<file path="config.mk">
export PLATFORM = sky130hd
export DESIGN_NAME = uart_word_transmitter
export DESIGN_NICKNAME = d
export VERILOG_FILES = /design/src/rtl/uart_word_transmitter.sv
export SDC_FILE = /design/constraint.sdc
export NUM_CORES = 1
export LEC_CHECK = 0
export CORE_MARGIN = 3
export CORE_UTILIZATION = 55
export CTS_CLUSTER_SIZE = 40
export DETAILED_ROUTE_END_ITERATION = 12
export PLACE_DENSITY = 0.79
export SYNTH_ARGS = -nofsm -noshare
export SYNTH_HDL_FRONTEND = slang
export SYNTH_SLANG_ARGS = --single-unit
export TNS_END_PERCENT = 5
</file>
<file path="constraint.sdc">
create_clock -name clk -period 2.3 [get_ports clk]
set_input_delay 0.69 -clock clk [delete_from_list [all_inputs] [get_ports clk]]
set_output_delay 0.69 -clock clk [all_outputs]
set_load 0.005 [all_outputs]
</file>
<file path="src/rtl/uart_word_transmitter.sv">
// Sends a 32-bit word as four back-to-back UART frames, byte 0 first and LSB first.
// Defining UART_TX_PARITY_EN adds an even-parity bit after each data byte (8E1 framing).
`timescale 1ns/1ps

module uart_word_transmitter #(
    parameter int CLKS_PER_BIT = 64
) (
    input  logic        clk,
    input  logic        rst,
    input  logic [31:0] TxD_word_data,
    input  logic        TxD_word_start,
    output logic        TxD,
    output logic        TxD_busy,
    output logic        TxD_word_done
);

    typedef enum logic [2:0] {
        S_IDLE,
        S_START,
        S_DATA,
`ifdef UART_TX_PARITY_EN
        S_PARITY,
`endif
        S_STOP
    } state_t;

    localparam logic [15:0] BAUD_LAST = 16'(CLKS_PER_BIT - 1);

    state_t      state_q, state_d;
    logic [15:0] baud_q, baud_d;
    logic [2:0]  bit_q, bit_d;
    logic [1:0]  byte_q, byte_d;
    logic [31:0] shift_q, shift_d;
    logic        txd_q, txd_d;
    logic        busy_q, busy_d;
    logic        done_q, done_d;
    logic        bitEnd;
    logic        accept;
`ifdef UART_TX_PARITY_EN
    logic        parity_q, parity_d;
`endif

    always_ff @(posedge clk or posedge rst) begin
        if (rst) begin
            state_q  <= S_IDLE;
            baud_q   <= '0;
            bit_q    <= '0;
            byte_q   <= '0;
            shift_q  <= '0;
            txd_q    <= 1'b1;
            busy_q   <= 1'b0;
            done_q   <= 1'b0;
`ifdef UART_TX_PARITY_EN
            parity_q <= 1'b0;
`endif
        end else begin
            state_q  <= state_d;
            baud_q   <= baud_d;
            bit_q    <= bit_d;
            byte_q   <= byte_d;
            shift_q  <= shift_d;
            txd_q    <= txd_d;
            busy_q   <= busy_d;
            done_q   <= done_d;
`ifdef UART_TX_PARITY_EN
            parity_q <= parity_d;
`endif
        end
    end

    // The line value is computed one cycle ahead so TxD comes straight from a flop.
    always_comb begin
        state_d  = state_q;
        baud_d   = baud_q;
        bit_d    = bit_q;
        byte_d   = byte_q;
        shift_d  = shift_q;
        txd_d    = txd_q;
        busy_d   = busy_q;
        done_d   = 1'b0;
        accept   = 1'b0;
`ifdef UART_TX_PARITY_EN
        parity_d = parity_q;
`endif
        bitEnd   = (baud_q == BAUD_LAST);

        if (state_q != S_IDLE) begin
            baud_d = bitEnd ? '0 : baud_q + 16'd1;
        end

        case (state_q)
            S_IDLE: begin
                txd_d  = 1'b1;
                busy_d = 1'b0;
                accept = TxD_word_start;
            end
            S_START: begin
                if (bitEnd) begin
                    state_d = S_DATA;
                    bit_d   = '0;
                    txd_d   = shift_q[0];
                end
            end
            S_DATA: begin
                if (bitEnd) begin
                    shift_d = {1'b0, shift_q[31:1]};
`ifdef UART_TX_PARITY_EN
                    parity_d = parity_q ^ shift_q[0];
`endif
                    if (bit_q == 3'd7) begin
`ifdef UART_TX_PARITY_EN
                        state_d = S_PARITY;
                        txd_d   = parity_q ^ shift_q[0];
`else
                        state_d = S_STOP;
                        txd_d   = 1'b1;
`endif
                    end else begin
                        bit_d = bit_q + 3'd1;
                        txd_d = shift_q[1];
                    end
                end
            end
`ifdef UART_TX_PARITY_EN
            S_PARITY: begin
                if (bitEnd) begin
                    state_d = S_STOP;
                    txd_d   = 1'b1;
                end
            end
`endif
            S_STOP: begin
                if (bitEnd) begin
                    if (byte_q != 2'd3) begin
                        state_d = S_START;
                        byte_d  = byte_q + 2'd1;
                        txd_d   = 1'b0;
`ifdef UART_TX_PARITY_EN
                        parity_d = 1'b0;
`endif
                    end else begin
                        // A start request held through the final edge chains the next word gap-free.
                        state_d = S_IDLE;
                        txd_d   = 1'b1;
                        busy_d  = 1'b0;
                        done_d  = 1'b1;
                        accept  = TxD_word_start;
                    end
                end
            end
            default: begin
                state_d = S_IDLE;
                txd_d   = 1'b1;
                busy_d  = 1'b0;
            end
        endcase

        if (accept) begin
            state_d = S_START;
            baud_d  = '0;
            bit_d   = '0;
            byte_d  = '0;
            shift_d = TxD_word_data;
            txd_d   = 1'b0;
            busy_d  = 1'b1;
`ifdef UART_TX_PARITY_EN
            parity_d = 1'b0;
`endif
        end
    end

    assign TxD           = txd_q;
    assign TxD_busy      = busy_q;
    assign TxD_word_done = done_q;

endmodule

</file>
==> flow_summary.rst <==
.. list-table::
   :header-rows: 1

   * - Metric
     - Value
   * - Average cell area after synthesis
     - 10.1 µm²
   * - Fin Clk Skew
     - 0.00749 ns
   * - Register clock-pin slew on the reported worst setup and hold paths
     - 0.06 ns
   * - Quantity of I/O buffers inserted on ports
     - 37
   * - Post-route non-filler standard cell count
     - 421
   * - Critical path required time
     - 2.52 ns
   * - EDFF count, synth
     - 0
   * - Proportion of power drawn by flip-flops and latches
     - 42.3%
   * - Total Power Consumption
     - 0.00389 W
   * - Share of the synthesized netlist area taken by xor and xnor gates
     - 2.93%
   * - Clock buffer depth
     - 2
   * - Part of the total power dissipated in the clock network
     - 25.8%
   * - Net count after synthesis
     - 338
   * - Sw Ratio
     - 32.5%
   * - Clock Sink Count
     - 58
   * - Antenna violation net count after detailed routing
     - 0
   * - Overall Global Routing Usage
     - 21.2%
   * - Floorplan die area
     - 6360 µm²
   * - Clock tree from TritonCTS
     - done
   * - CP startpoint kind
     - flop
   * - Detailed-route wire length
     - 5.94 mm
   * - Worst path arrival time
     - 2.38 ns
   * - Primary flip-flop cell chosen by synthesis mapping
     - sky130_fd_sc_hd__dfrtp_1
   * - Y dimension of the die
     - 79.7 µm
   * - Share of async-settable or async-resettable flops after synthesis
     - 100%
   * - Post-cts repair resize count
     - 0
   * - Flop-to-flop setup slack
     - 0.15 ns
   * - Count of maximum capacitance violations
     - 0
   * - Setup fix buffers added after clock tree synthesis
     - 0
   * - Slew Limit Fails
     - 0
   * - TritonRoute pass-1 iters
     - 5
   * - Share of the core filled with cells in the final layout
     - 71.9%
   * - Count of hold buffers inserted by post-cts repair
     - 0
   * - Count of final hold-check violations
     - 0
   * - Cell area after placement
     - 3500 µm²
   * - Setup repair after global routing missed its margin
     - no
   * - Boundary pin count
     - 38
   * - Fmax
     - 0.464 GHz
   * - Floorplan row count
     - 26
   * - Adder and majority cell fraction of the synthesized area
     - 3.35%
   * - Weighted congestion at the end of routability-driven global placement
     - 0.864
   * - CTS buffer count
     - 9
   * - Compound-cell area share of the yosys netlist
     - 12.5%
   * - Leakage power
     - 1.53 nW
   * - Cell internal power dissipation
     - 0.00262 W
   * - Placed cell count
     - 405
   * - Post-route cell area
     - 3720 µm²
   * - Multiplexer area fraction after synthesis
     - 11.5%
   * - Dominant combinational cell family by area after synthesis
     - simple AND/OR/NAND/NOR gates
   * - Final cycle utilization of the critical path
     - 93.7%
   * - Ratio of total power to cell area
     - 1040 nW/µm²
   * - Crit-path max FO
     - 6
   * - Maximum number of pins on one net before global-route repair
     - 33
   * - Master cell of the clock root buffer
     - sky130_fd_sc_hd__clkbuf_8
   * - HPWL Detailed
     - 4.25 mm
   * - Share of cells above drive strength 1
     - 11.7%
   * - DR vias
     - 2,226
   * - Antenna diode count
     - 0
   * - Worst slew slack as a fraction of its limit
     - 73.6%
   * - Combinational share of power
     - 31.9%
   * - Number of nets in the layout
     - 389
   * - IR Drop Worst-Case VDD
     - 0.444 mV
   * - Count of yosys warnings during synthesis
     - 0
   * - Kind of capture point of the worst setup path
     - flop
   * - Via/cell ratio
     - 5.29
   * - Starting DRC count in detailed routing
     - 117
   * - Total congestion overflow after global routing
     - 0
   * - Clock period minus worst slack
     - 2.15 ns
   * - Count of endpoints failing setup in the final report
     - 0
   * - Power spent charging and discharging nets
     - 0.00126 W
   * - Sequential element share of the synthesized area
     - 48.6%
   * - Post-synth design cell area
     - 2990 µm²
   * - DIE WIDTH
     - 79.7 µm
   * - Transition time of the tightest slew-check pin
     - 0.395 ns
   * - Number of flip-flops and latches in the synthesized netlist
     - 58
   * - Effective utilization at floorplan
     - 57.8%
   * - Share of synthesized cell area in and, or, nand and nor gates
     - 16.2%
   * - Source-to-sink clock delay at the later pin of the worst-skew pair
     - 0.33 ns
   * - Global-route wire length before repair
     - 10.4 mm
   * - Critical Setup Path Class
     - flop to flop
   * - Count of H-tree levels built during CTS
     - 3
   * - Worst hold path class
     - flop to flop
   * - Status
     - finished, final reports clean
   * - Post-synthesis to final-layout area growth
     - 24.4%
   * - Drc violations
     - 0
   * - Initial antenna violation count
     - 0
   * - Cells after Synth
     - 295
   * - Core area
     - 5170 µm²
   * - Wire length per cell
     - 14.1 µm
   * - Vias in the first global route
     - 2,296
   * - Number of distinct library cells after synthesis
     - 41
   * - Smallest hold slack
     - 0.481 ns
   * - Count of filler cells inserted in the layout
     - 383
[placed cells by master, fill, tap and decap left out, drive strengths merged, types with 2 or more instances in the layout]
cell	n
mux2i	32
a21oi	7
a22o	2
o31ai	2
or3	3
nor4	3
nand3	6
dfrtp	57
xnor2	7
and3	3
nor2	22
mux2	2
buf	17
nand4	5
a32o	2
inv	7
clkdlybuf4s50	37
o21ai	42
nand2	46
nand2b	4
xor2	3
clkbuf	15
ha	8
nor3	3
nor2b	2
a21boi	2
[synth_stat cells (2+ instances only)]
cell | number | area share [%]
sky130_fd_sc_hd__xnor2_1 | 7 | 2.1
sky130_fd_sc_hd__nor2_1 | 22 | 2.8
sky130_fd_sc_hd__nand3_1 | 6 | 1.0
sky130_fd_sc_hd__o31ai_1 | 2 | 0.50
sky130_fd_sc_hd__a21boi_1 | 2 | 0.50
sky130_fd_sc_hd__clkbuf_1 | 7 | 0.88
sky130_fd_sc_hd__or3_1 | 3 | 0.63
sky130_fd_sc_hd__buf_2 | 2 | 0.33
sky130_fd_sc_hd__a22o_1 | 2 | 0.59
sky130_fd_sc_hd__nor2b_1 | 2 | 0.42
sky130_fd_sc_hd__a32o_1 | 2 | 0.67
sky130_fd_sc_hd__xor2_1 | 3 | 0.88
sky130_fd_sc_hd__o21ai_1 | 34 | 5.7
sky130_fd_sc_hd__nand2b_1 | 4 | 0.84
sky130_fd_sc_hd__nand2_1 | 46 | 5.8
sky130_fd_sc_hd__ha_1 | 8 | 3.3
sky130_fd_sc_hd__dfrtp_1 | 57 | 48
sky130_fd_sc_hd__a21oi_1 | 7 | 1.2
sky130_fd_sc_hd__mux2i_1 | 32 | 11
sky130_fd_sc_hd__buf_12 | 4 | 2.7
sky130_fd_sc_hd__nor4_2 | 2 | 0.84
sky130_fd_sc_hd__o21ai_0 | 8 | 1.3
sky130_fd_sc_hd__nand4_1 | 5 | 1.0
sky130_fd_sc_hd__nor3_1 | 3 | 0.50
sky130_fd_sc_hd__and3_1 | 3 | 0.63
sky130_fd_sc_hd__inv_1 | 7 | 0.88
[layer usage]
metal / GRT usage (%) / wire [µm] / share of wire (%)
met1: 27.2 / 2840 / 48
met2: 33.0 / 2690 / 45
met3: 6.55 / 301 / 5.1
met4: 9.80 / 110 / 1.9
met5: 0 / 0 / 0
[through the flow]
step / TNS (ns) / setup slack, ns
floorplan: 0 / 0.184
global placement: -0.266 / -0.0848
detailed placement: -1.11 / -0.112
CTS: 0 / 0.130
global route: 0 / 0.00992
finish: 0 / 0.145
[power groups by stage]
stage	sequential [W]	combinational, W	clock (W)
after floorplan	0.00158	0.000885	0
after global placement	0.00164	0.00120	0
after detailed placement	0.00165	0.00125	0
after CTS	0.00164	0.00125	0.00102
after global routing	0.00170	0.00143	0.00107
final	0.00164	0.00124	0.00100
[layout make-up]
type                    count  area, µm²  area share [%]
flip-flops and latches     58       1450            39.1
multi-input cells         216       1400            37.6
repair buffers             54        536            14.4
clock buffers              15        186            5.01
well taps                  70       87.6            2.36
clock inverters             1       30.0           0.808
inverters                   7       26.3           0.707
[logic make-up after synthesis]
kind of cell	Yosys count
XOR/XNOR	10
multiplexers	34
adder cells (fa/ha/maj)	8
flip-flops	58
AND/OR/NAND/NOR	100
AO/OA/AOI/OAI	64
buffers and inverters	21
[state kept, by name, indices dropped and copies added, names as in the netlist]
| signal | flops |
|---|---|
| TxD_busy | 1 |
| byte_q | 2 |
| TxD | 1 |
| bit_q | 3 |
| TxD_word_done | 1 |
| shift_q | 32 |
| state_q | 2 |
| baud_q | 16 |
[worst paths after layout]
kind | cells past startpoint | startpoint | end
setup / recovery | 7 | state_q[0] | baud_q[15]
hold / removal | 2 | TxD | TxD
setup reg to reg | 7 | state_q[0] | baud_q[15]
hold reg to reg | 2 | TxD | TxD
max in group asynchronous | 3 | rst | state_q[1]
min in group asynchronous | 2 | rst | shift_q[22]
[critical path: stages, from the launching register on]
cell                       delay, ns
sky130_fd_sc_hd__dfrtp_1        0.39
sky130_fd_sc_hd__inv_1          0.09
sky130_fd_sc_hd__ha_1           0.36
sky130_fd_sc_hd__nand2b_1       0.18
sky130_fd_sc_hd__a2111o_1       0.50
sky130_fd_sc_hd__nor4_2         0.31
sky130_fd_sc_hd__xnor2_1        0.16
sky130_fd_sc_hd__nor2_1         0.06
Note: power is estimated with default switching activity, not from simulation.
